<file path="src/rtl/sha256_pkg.sv">
`default_nettype none
// +--------------------------------------------------------------------------+
// | sha256_pkg : shared types and padding helpers for the SHA-256 msg buffer |
// | Revision   : 1.0                                                         |
// +--------------------------------------------------------------------------+
package sha256_pkg;

  typedef enum logic [1:0] {
    S_DATA = 2'd0,
    S_PAD  = 2'd1,
    S_LEN  = 2'd2,
    S_WAIT = 2'd3
  } msg_state_t;

  localparam logic [31:0] PAD_WORD   = 32'h8000_0000;
  localparam int unsigned LEN_HI_IDX = 14;

  // Keep the first nbytes bytes of a big-endian word, then the 0x80 marker, then zeros.
  function automatic logic [31:0] pad_last_word(input logic [31:0] data,
                                                input logic [1:0]  nbytes);
    case (nbytes)
      2'd1:    pad_last_word = {data[31:24], 8'h80, 16'h0000};
      2'd2:    pad_last_word = {data[31:16], 8'h80, 8'h00};
      2'd3:    pad_last_word = {data[31:8], 8'h80};
      default: pad_last_word = data;
    endcase
  endfunction

endpackage
`default_nettype wire

</file>
<file path="src/rtl/sha256_msg_writer.sv">
`default_nettype none
// +--------------------------------------------------------------------------+
// | sha256_msg_writer : word stream -> padded 512-bit blocks in a 16x32 RAM  |
// | Revision          : 1.0                                                  |
// +--------------------------------------------------------------------------+
module sha256_msg_writer
  import sha256_pkg::*;
#(
  parameter int W = 32,
  parameter int L = 16
) (
  input  logic                 clk,
  input  logic                 rst_n,
  input  logic [W-1:0]         s_data,
  input  logic                 s_valid,
  input  logic                 s_last,
  input  logic [1:0]           s_nbytes,
  output logic                 s_ready,
  output logic                 wr_en,
  output logic [$clog2(L)-1:0] wr_addr,
  output logic [W-1:0]         wr_data,
  output logic                 blk_valid,
  output logic                 blk_final,
  input  logic                 blk_ack
);

  localparam int AW = $clog2(L);

  msg_state_t    state_q, resume_q;
  logic [AW-1:0] idx_q, wr_addr_q;
  logic [63:0]   bitlen_q;
  logic [W-1:0]  wr_data_q;
  logic          pad_mark_q, final_q, emit_q;
  logic          s_ready_q, wr_en_q, blk_valid_q, blk_final_q;

  logic [AW-1:0] idx_inc;
  logic          idx_last, accept, part_last;
  logic [63:0]   len_add;

  always_comb begin
    idx_inc   = idx_q + 1'b1;
    idx_last  = (idx_q == AW'(L - 1));
    accept    = s_valid & s_ready_q;
    part_last = s_last & (s_nbytes != 2'd0);
    len_add   = part_last ? {59'd0, s_nbytes, 3'd0} : 64'd32;
  end

  // A block is emitted whenever idx 15 is written; blk_valid follows one cycle
  // later (emit_q) so the core never sees the block before the last word lands.
  always_ff @(posedge clk or negedge rst_n) begin
    if (!rst_n) begin
      state_q     <= S_DATA;
      resume_q    <= S_DATA;
      idx_q       <= '0;
      bitlen_q    <= '0;
      pad_mark_q  <= 1'b0;
      final_q     <= 1'b0;
      emit_q      <= 1'b0;
      s_ready_q   <= 1'b0;
      wr_en_q     <= 1'b0;
      wr_addr_q   <= '0;
      wr_data_q   <= '0;
      blk_valid_q <= 1'b0;
      blk_final_q <= 1'b0;
    end else begin
      wr_en_q <= 1'b0;
      if (emit_q) begin
        emit_q      <= 1'b0;
        blk_valid_q <= 1'b1;
        blk_final_q <= final_q;
      end
      case (state_q)
        S_DATA: begin
          s_ready_q <= 1'b1;
          if (accept) begin
            wr_en_q   <= 1'b1;
            wr_addr_q <= idx_q;
            wr_data_q <= s_last ? pad_last_word(s_data, s_nbytes) : s_data;
            idx_q     <= idx_inc;
            bitlen_q  <= bitlen_q + len_add;
            if (s_last) pad_mark_q <= part_last;
            if (idx_last) begin
              state_q   <= S_WAIT;
              resume_q  <= s_last ? S_PAD : S_DATA;
              final_q   <= 1'b0;
              emit_q    <= 1'b1;
              s_ready_q <= 1'b0;
            end else if (s_last) begin
              s_ready_q <= 1'b0;
              // A partial last word at idx 13 already carries the marker: length goes next.
              state_q   <= (part_last && idx_inc == AW'(LEN_HI_IDX)) ? S_LEN : S_PAD;
            end
          end
        end
        S_PAD: begin
          wr_en_q    <= 1'b1;
          wr_addr_q  <= idx_q;
          wr_data_q  <= pad_mark_q ? '0 : PAD_WORD;
          pad_mark_q <= 1'b1;
          idx_q      <= idx_inc;
          if (idx_last) begin
            state_q  <= S_WAIT;
            resume_q <= S_PAD;
            final_q  <= 1'b0;
            emit_q   <= 1'b1;
          end else if (idx_inc == AW'(LEN_HI_IDX)) begin
            state_q <= S_LEN;
          end
        end
        S_LEN: begin
          wr_en_q   <= 1'b1;
          wr_addr_q <= idx_q;
          wr_data_q <= idx_last ? bitlen_q[31:0] : bitlen_q[63:32];
          idx_q     <= idx_inc;
          if (idx_last) begin
            state_q  <= S_WAIT;
            resume_q <= S_DATA;
            final_q  <= 1'b1;
            emit_q   <= 1'b1;
          end
        end
        S_WAIT: begin
          if (blk_valid_q && blk_ack) begin
            blk_valid_q <= 1'b0;
            blk_final_q <= 1'b0;
            if (final_q) begin
              state_q    <= S_DATA;
              bitlen_q   <= '0;
              pad_mark_q <= 1'b0;
              final_q    <= 1'b0;
              s_ready_q  <= 1'b1;
            end else begin
              state_q   <= resume_q;
              s_ready_q <= (resume_q == S_DATA);
            end
          end
        end
        default: state_q <= S_DATA;
      endcase
    end
  end

  assign s_ready   = s_ready_q;
  assign wr_en     = wr_en_q;
  assign wr_addr   = wr_addr_q;
  assign wr_data   = wr_data_q;
  assign blk_valid = blk_valid_q;
  assign blk_final = blk_final_q;

endmodule
`default_nettype wire

</file>
<file path="config.mk">
export PLATFORM = sky130hd
export DESIGN_NAME = sha256_msg_writer
export DESIGN_NICKNAME = d
export VERILOG_FILES = /design/src/rtl/sha256_pkg.sv /design/src/rtl/sha256_msg_writer.sv
export SDC_FILE = /design/constraint.sdc
export NUM_CORES = 1
export LEC_CHECK = 0
export CAP_MARGIN = 20
export CORE_ASPECT_RATIO = 0.9
export CORE_UTILIZATION = 35
export DETAILED_ROUTE_END_ITERATION = 6
export SYNTH_ARGS = -nofsm -noshare
export SYNTH_HDL_FRONTEND = slang
export SYNTH_SLANG_ARGS = --single-unit
</file>
<file path="constraint.sdc">
create_clock -name clk -period 3.3 [get_ports clk]
set_input_delay 0.99 -clock clk [delete_from_list [all_inputs] [get_ports clk]]
set_output_delay 0.99 -clock clk [all_outputs]
set_load 0.005 [all_outputs]
</file>
==> qor.csv <==
metric,value,unit
status,"finished, final reports clean",
final hold slack,0.506,ns
Final Cycle Share,94.7,%
antenna-violating nets left,0,
Post-layout nets,871,
post_cts resized,0,
largest area contributor in the netlist,dfrtp_1,
top-area cell type share of the netlist area,44.3,%
die width,143,µm
Setup WS post-layout,0.175,ns
"EDFF count, synth",0,
top-count cell post-synth,a21oi_1,
Worst Setup End Kind,flop,
maximum root-to-sink buffer count,2,
IO buf count,78,
startpoint types,input pin,
die extent in y,129,µm
register share of total power,35.5,%
synth top area cells,"dfrtp_1 (44%), a21oi_1 (11%), nor2_1 (4.9%)",
CP Class,in -> reg,
FF-to-FF path depth,8,
Netlist Area Pre-Place,6270,µm²
Final Hold Viols,0,
Worst Hold Endpoint,resume_q[0],
Worst R2R End,bitlen_q[55],
first-pass GRT wire length,29300,µm
Commonest cells post-synth,"a21oi_1 (136), dfrtp_1 (111), nor2_1 (81), nand2_1 (78), nand3_1 (38)",
Least-Margin Pin Slew,0.633,ns
Logic pwr share,44.3,%
dpl cells,1050,
largest net degree at the start of global routing,59,
Clock Latency Late Sink,0.36,ns
final clock skew,0.0126,ns
"Reg clk slew, reported paths",0.08,ns
residual DRC count,0,
Starting Density,35.7,%
total track usage,20.6,%
Int Power,0.00357,W
clk sinks,111,
Hold WC Path Type,reg -> reg,
final instance count without filler cells,1066,
Pleak,3.16,nW
Yosys cell types,62,
Layout area overhead,25.8,%
Avg Inst Size Synth,8.60,µm²
Crit path largest cell delay,0.51,ns
Final HPWL DP,12900,µm
CTS tree,yes,
cts-stage hold buffer count,0,
Tmin final,3.13,ns
Pins Over Slew Limit,0,
M1 GR Usage,30.7,%
Antenna Cells,0,
clock share of power,20.3,%
CP Data Required Time,3.59,ns
total CTS buffers,9,
dominant synthesized flop cell,dfrtp_1,
H-tree lvl count,3,
WHS Path Cells,1,
Mapped Cells,729,
Initial DRT Pass Iterations,4,
warnings from Yosys,0,
"CP delay by family, top",buffers and inverters,
initial antenna violation count,0,
Net Sw Power,0.00222,W
gpl congestion,0.806,
proportion of layout cells with a drive suffix above 1,10.7,%
PwrDens,734,nW/µm²
io pins,79,
vias in the first global route,5396,
row count,46,
global route total overflow,0,
switching share of power,38.3,%
crit path DAT,3.41,ns
WP depth,12,
async set-reset flop share out of synthesis,100,%
Vias,5653,
drt via density,5.30,
peak supply drop,0.000339,V
Highest Clock Rate,320,MHz
Global Route met2 Usage,30.2,%
Hold Startpoint,resume_q[0],
core area,17600,µm²
die area,18400,µm²
max-cap viol count,0,
Max-slew headroom,57.4,%
final count of negative-setup-slack endpoints,0,
met3 usage,3.98,%
Pwr Total,0.00579,W
Post-Route WL,17900,µm
WL per Instance,16.8,µm
sequential area share after synthesis,44.3,%
crit-path cells,clkdlybuf4s50_1 > nor2_1 > nor2_1 > inv_1 > ha_1 > nand3_1 > a21oi_1 > buf_4 > nand4_1 > buf_4 > or4_1 > a21oi_1,
CP bufs+invs,4,
post-CTS setup buffer count,0,
R2R setup slack,0.69,ns
R2R Path Start,state_q[1],
Root Driver,clkbuf_16,
DRT iter0 DRCs,422,
Place WS,-0.197,ns
Setup crit start,s_nbytes[0],
Yosys reg bits,111,
grt peak-use layer,met1,
unrepaired setup endpoints after global routing,false,
slowest cell on the critical path,clkdlybuf4s50_1,
Syn Nets,779,
crit path max fanout,7,
[worst max path at each step]
stage | end | slack, ns
final | bitlen_q[50] | 0.17
after global routing | bitlen_q[53] | 0.009
after CTS | bitlen_q[54] | 0.18
after detailed placement | bitlen_q[54] | -0.20
after global placement | bitlen_q[54] | -0.15
after floorplan | bitlen_q[50] | 0.31
[stage by stage]
stage,cell area (µm²),TNS [ns],util (%)
2_1_floorplan,6270,0,-
3_3_place_gp,7560,-2.69,43.0
3_5_place_dp,7560,-3.31,43.0
4_1_cts,7870,0,44.8
5_1_grt,7880,0,44.9
6_report,7880,0,44.9
[cell type report]
| cell class | instances | area (µm²) |
|---|---|---|
| timing repair buffer | 120 | 1160 |
| multi-input combinational | 555 | 3250 |
| sequential | 111 | 2780 |
| clock buffer | 9 | 225 |
| fill | 1760 | 9670 |
| inverter | 24 | 90.1 |
| tap | 240 | 300 |
| clock inverter | 7 | 87.6 |
[logic make-up after synthesis]
group / count (synthesis) / share of synthesized area, %
AO/OA/AOI/OAI: 201 / 17.7
buffers and inverters: 63 / 4.41
multiplexers: 10 / 1.72
XOR/XNOR: 29 / 4.05
AND/OR/NAND/NOR: 304 / 25.5
adder cells (fa/ha/maj): 11 / 2.32
flip-flops: 111 / 44.3
[layout by cell type (no fill, tap or decap), types with 21 or more instances in the layout]
cell type | Yosys | layout
a21oi_1 | 136 | 136
dfrtp_1 | 111 | 111
nor2_1 | 81 | 79
nand2_1 | 78 | 78
clkdlybuf4s50_1 | 0 | 77
buf_4 | 0 | 38
nand3_1 | 38 | 37
o21ai_0 | 29 | 29
nand4_1 | 24 | 24
inv_1 | 23 | 23
xor2_1 | 21 | 21
[registers in the layout, summed over array words and instances (netlist names)]
signal	cells
idx_q	4
pad_mark_q	1
emit_q	1
blk_valid	1
wr_en	1
s_ready	1
resume_q	1
wr_addr	4
blk_final	1
state_q	2
bitlen_q	61
wr_data	32
final_q	1
[power by group through the flow]
stage          registers, W  clock network, W  logic [W]
2_1_floorplan       0.00200                 0    0.00149
3_3_place_gp        0.00207                 0    0.00254
3_5_place_dp        0.00208                 0    0.00257
4_1_cts             0.00205           0.00121    0.00258
5_1_grt             0.00211           0.00125    0.00287
6_report            0.00205           0.00117    0.00256
[routing by layer]
metal / routed length (µm) / vias to the layer above
met2: 7820 / 120
met4: 255 / 0
met3: 786 / 18
li1: - / 2790
met5: 0 / -
met1: 9060 / 2725
Note: power is estimated with default switching activity, not from simulation.
